## src/rtl/udp_rx_filter.sv

```systemverilog
// Byte-stream Ethernet II / IPv4 / UDP receive filter. Forwards only the UDP payload
// of frames addressed to local_ip (and DST_PORT when non-zero), and counts the rest.
module udp_rx_filter #(
    parameter logic [15:0] DST_PORT  = 16'h0000,
    parameter int unsigned MAX_FRAME = 1518
) (
    input  logic        clk,
    input  logic        rst,
    input  logic [7:0]  eth_din,
    input  logic        eth_din_en,
    input  logic [31:0] local_ip,
    output logic [7:0]  udp_dout,
    output logic        udp_dout_en,
    output logic [15:0] frame_ok_cnt,
    output logic [15:0] frame_drop_cnt
);

    localparam int unsigned CW = 11;

    typedef enum logic [1:0] {IDLE, HDR, PAYLOAD, DISCARD} state_t;

    state_t          state;
    logic [CW-1:0]   cnt;
    logic [15:0]     rem;
    logic [7:0]      len_hi;
    logic [23:0]     ip_hi;
    logic            drop_pend;
    logic            en_q;
    logic            hdr_bad;
    logic            at_limit;

    function automatic logic [15:0] sat_inc(input logic [15:0] v);
        return (v == 16'hFFFF) ? v : v + 16'd1;
    endfunction

    assign at_limit = (cnt == CW'(MAX_FRAME));

    // Per-byte header field check, keyed on the byte index of the current input byte
    always_comb begin
        hdr_bad = 1'b0;
        case (cnt)
            11'd12: hdr_bad = (eth_din != 8'h08);
            11'd13: hdr_bad = (eth_din != 8'h00);
            11'd14: hdr_bad = (eth_din != 8'h45);
            11'd20: hdr_bad = (eth_din[5:0] != 6'd0);
            11'd21: hdr_bad = (eth_din != 8'h00);
            11'd23: hdr_bad = (eth_din != 8'd17);
            11'd33: hdr_bad = ({ip_hi, eth_din} != local_ip);
            11'd36: hdr_bad = (DST_PORT != 16'd0) && (eth_din != DST_PORT[15:8]);
            11'd37: hdr_bad = (DST_PORT != 16'd0) && (eth_din != DST_PORT[7:0]);
            11'd39: hdr_bad = ({len_hi, eth_din} < 16'd8);
            default: hdr_bad = 1'b0;
        endcase
    end

    // en_q resets high so a frame interrupted by reset is skipped until its end
    always_ff @(posedge clk or posedge rst) begin
        if (rst) begin
            state          <= IDLE;
            cnt            <= '0;
            rem            <= '0;
            len_hi         <= '0;
            ip_hi          <= '0;
            drop_pend      <= 1'b0;
            en_q           <= 1'b1;
            udp_dout       <= '0;
            udp_dout_en    <= 1'b0;
            frame_ok_cnt   <= '0;
            frame_drop_cnt <= '0;
        end else begin
            en_q <= eth_din_en;
            if (eth_din_en && state != IDLE && cnt != '1)
                cnt <= cnt + CW'(1);

            case (state)
                IDLE: begin
                    udp_dout_en <= 1'b0;
                    drop_pend   <= 1'b0;
                    cnt         <= '0;
                    if (eth_din_en && !en_q) begin
                        cnt   <= CW'(1);
                        state <= HDR;
                    end
                end
                HDR: begin
                    udp_dout_en <= 1'b0;
                    if (!eth_din_en) begin
                        frame_drop_cnt <= sat_inc(frame_drop_cnt);
                        cnt            <= '0;
                        state          <= IDLE;
                    end else if (at_limit) begin
                        frame_drop_cnt <= sat_inc(frame_drop_cnt);
                        drop_pend      <= 1'b0;
                        state          <= DISCARD;
                    end else if (hdr_bad) begin
                        drop_pend <= 1'b1;
                        state     <= DISCARD;
                    end else begin
                        case (cnt)
                            11'd30: ip_hi[23:16] <= eth_din;
                            11'd31: ip_hi[15:8]  <= eth_din;
                            11'd32: ip_hi[7:0]   <= eth_din;
                            11'd38: len_hi       <= eth_din;
                            11'd39: rem          <= {len_hi, eth_din} - 16'd8;
                            11'd41: begin
                                if (rem == 16'd0) begin
                                    frame_ok_cnt <= sat_inc(frame_ok_cnt);
                                    drop_pend    <= 1'b0;
                                    state        <= DISCARD;
                                end else begin
                                    state <= PAYLOAD;
                                end
                            end
                            default: ;
                        endcase
                    end
                end
                PAYLOAD: begin
                    if (!eth_din_en) begin
                        udp_dout_en    <= 1'b0;
                        frame_drop_cnt <= sat_inc(frame_drop_cnt);
                        cnt            <= '0;
                        state          <= IDLE;
                    end else if (at_limit) begin
                        udp_dout_en    <= 1'b0;
                        frame_drop_cnt <= sat_inc(frame_drop_cnt);
                        drop_pend      <= 1'b0;
                        state          <= DISCARD;
                    end else begin
                        udp_dout    <= eth_din;
                        udp_dout_en <= 1'b1;
                        rem         <= rem - 16'd1;
                        if (rem == 16'd1) begin
                            frame_ok_cnt <= sat_inc(frame_ok_cnt);
                            drop_pend    <= 1'b0;
                            state        <= DISCARD;
                        end
                    end
                end
                DISCARD: begin
                    udp_dout_en <= 1'b0;
                    if (!eth_din_en) begin
                        if (drop_pend)
                            frame_drop_cnt <= sat_inc(frame_drop_cnt);
                        drop_pend <= 1'b0;
                        cnt       <= '0;
                        state     <= IDLE;
                    end
                end
                default: state <= IDLE;
            endcase
        end
    end

endmodule

```

## config.mk

```make
export PLATFORM = sky130hd
export DESIGN_NAME = udp_rx_filter
export DESIGN_NICKNAME = d
export VERILOG_FILES = /design/src/rtl/udp_rx_filter.sv
export SDC_FILE = /design/constraint.sdc
export NUM_CORES = 1
export LEC_CHECK = 0
export CAP_MARGIN = 20
export CORE_AREA = 2 2 113 115
export DETAILED_ROUTE_END_ITERATION = 12
export DIE_AREA = 0 0 115 117
export DONT_BUFFER_PORTS = 1
export GPL_ROUTABILITY_DRIVEN = 1
export HOLD_SLACK_MARGIN = 0.08
export PLACE_DENSITY = 0.66
export SLEW_MARGIN = 10
export SYNTH_ARGS = -nofsm -noshare
export SYNTH_HDL_FRONTEND = slang
export SYNTH_SLANG_ARGS = --single-unit
```

## constraint.sdc

```tcl
create_clock -name clk -period 2.6 [get_ports clk]
set_input_delay 0 -clock clk [delete_from_list [all_inputs] [get_ports clk]]
set_output_delay 0 -clock clk [all_outputs]
set_load 0.005 [all_outputs]
```

==> out/metrics.cfg <==
[routing]
via_per_inst=5.89
drt-initial-drc-count=297
drc=0
num_vias=4645
post_drt_wl_per_cell_um=17.9
drt-total-wl_mm=14.1
drt-pass1-iter-count=5
drt.antenna.violating_nets=0

[sta]
fin_skew_ps=10.3
grt_setup_unrepaired=yes
period_share_pct=96.2
setup_tns_ps=0
max_freq_mhz=400
worst_pin_slew_ps=548
min_period_ps=2500
slew_headroom_pct=63.5
setup_violations=0
maxSlewViolCount=0
hold_violations=0

[synthesis]
netlist_instances=603
post-synth-top-count-cell=dfrtp_1
synth.area.top_cells=dfrtp_1 (43%), xor2_1 (6.7%), mux2_2 (5.6%)
synth_seq_cells=104
synthArstFlopShare_pct=100
synth_cell_type_count=73
yosys.area.top_type=dfrtp_1
synth_top_area_share_pct=43.1
synth_ff_type=dfrtp_1
syn_nets=660
yosysSeqAreaShare_pct=43.5
syn_avg_cell_area_um2=9.93
synth_area_um2=5990
synth-edff-count=0
synth-warning-count=0
synth_common_cells=dfrtp_1 (103), nand2_1 (53), nor2_1 (46), xor2_1 (46), xnor2_1 (33)

[global_routing]
antenna_found_initial=0
overflow=0
grt_max_degree=105
grt.total_usage_pct=21.9
first_global_vias=4670
grt_first_pass_wirelength_mm=23.2

[floorplanning]
num_io_pins=84
rows=41
die-area_um2=13500
fp.dieW_um=115
start_util_pct=48.6
fp.coreArea_um2=12300
die_height_um=117

[setup_path]
required_ps=2840
startpoint_type=register
end_kind=register
cpPeakStageDelay_ps=580
cp_max_fo=5
arrival_ps=2740
worstPathCellList=or4_4 > nor3_4 > nand3_1 > a31oi_2 > nor3b_4 > buf_4 > a211oi_2 > mux2_2
crit_type=register to register
cp_num_buf_inv=1
cpLargestDelayFamily=simple AND/OR/NAND/NOR gates
cpMaxStageDelayCell=or4_4

[placement]
dpl.hpwl_mm=9.48
io_buffers=0
placed_cells=759
gp_congestion=0.853

[power]
power_density_nw_per_um2=738
p_leak_uw=0.00301
ir_drop_mv=0.552
total_power_uw=5070

[clock_tree]
cts_max_path_buffers=2
worst_skew_pair.late_latency_ps=360
htree_levels=3
cts-root-buf=clkbuf_16
clkSlewWorstSetupHoldPaths_ps=80
cts_tree=done
cts-buffers-inserted=9
cts.sinks=104

[finish]
nFillCells=1079
final_nets=690
syn2layout_area_growth_pct=14.8
antenna_cells=0
postLayoutCoreUtil_pct=55.8
fin_cells=788
drive_gt1_share_pct=19.6

[run_status]
status=complete, no violations

[run]
max-cap-violations=0

[min_path]
worstHoldPathType=input pin to register

## final timing paths
check,startpoint,endpoint,slack (ps),cells after the start
worst max-delay path,cnt[7],state[1],100,8
worst min-delay path,eth_din[6],rem[7],80,4
worst max register to register,cnt[7],state[1],100,8
worst min register to register,frame_ok_cnt[12],frame_ok_cnt[12],520,1
max in group asynchronous,rst,cnt[6],1900,3
min in group asynchronous,rst,ip_hi[13],290,3
## final cells by class
type	instances	area [µm²]	share of cell area [%]
multi-input combinational	456	3270	47.6
sequential	104	2610	38.0
clock inverter	5	103	1.49
inverter	20	78.8	1.15
clock buffer	11	253	3.68
timing repair buffer	42	368	5.35
tap	150	188	2.73
## per-stage QoR
step / worst slack, ps / hold WS [ps] / area (µm²)
after CTS: 18.7 / 85.3 / 6760
after global routing: -7.62 / 129 / 6870
after detailed placement: 43.2 / 7.19 / 6300
after global placement: 130 / 6.90 / 6300
final: 98.8 / 78.4 / 6870
after floorplan: 192 / 4.48 / 5990
## layer usage
metal  vias to the layer above  global-route usage [%]  wire (µm)
li1                       2201                       -          -
met1                      2292                    28.4       6270
met2                       132                    36.8       6940
met3                        20                    5.41        716
met4                         0                    6.27        213
met5                         -                       0          0
## sequential cells by signal (all words and copies together) (netlist names)
register        count
cnt                11
frame_drop_cnt     16
en_q                1
udp_dout_en         1
ip_hi              24
udp_dout            8
len_hi              8
rem                16
frame_ok_cnt       16
drop_pend           1
state               2
## power breakdown
group	internal (µW)	switching [µW]	leakage, µW	total [µW]
Combinational	562	700	0.00147	1260
Sequential	1890	318	0.00137	2210
Clock	992	606	0.000172	1600
Total	3440	1620	0.00301	5070
## worst register-to-register path: stages (launching register included)
cell	delay, ps
dfrtp_1	420
or4_4	580
nor3_4	240
nand3_1	140
a31oi_2	230
nor3b_4	80
buf_4	160
a211oi_2	180
mux2_2	350
## what timing repair did
| item | 4_1_cts | 5_1_grt |
|---|---|---|
| hold buffers | 10 | 1 |
| buffers inserted | 0 | 2 |
| hold endpoints to repair | 168 | 1 |
| endpoints found under the setup margin | 0 | 45 |
| gates resized for setup | 0 | 19 |
## cells in the final DEF, fill, tap and decap left out, types with 3 or more instances in the layout
master	Yosys	layout
dfrtp_2	0	3
dlygate4sd3_1	0	11
or3_1	4	4
nand3_1	31	30
a21boi_0	3	3
dfrtp_1	103	100
and4_1	4	4
mux2_2	30	30
clkbuf_16	0	9
and3_1	8	8
o21ai_0	19	17
xor2_1	46	46
inv_1	19	18
nor3_1	11	10
ha_1	14	13
mux2_4	8	8
bufinv_16	0	3
a21oi_1	28	28
a31oi_1	7	6
o22ai_1	3	3
nor4_1	16	12
nor4_2	0	4
nor2_1	46	46
a31o_2	3	3
buf_4	0	29
xnor2_1	33	33
or2_2	3	3
nand4_1	17	17
and2_1	4	4
nand2_1	53	53
nand2b_1	12	12
## cell families after synthesis
logic type | after synthesis | synth area share (%)
XOR/XNOR | 79 | 11.6
AO/OA/AOI/OAI | 94 | 10.5
adder cells (fa/ha/maj) | 14 | 2.93
flip-flops | 104 | 43.5
AND/OR/NAND/NOR | 230 | 20.5
multiplexers | 39 | 7.82
buffers and inverters | 43 | 3.22
Note: power is estimated with default switching activity, not from simulation.
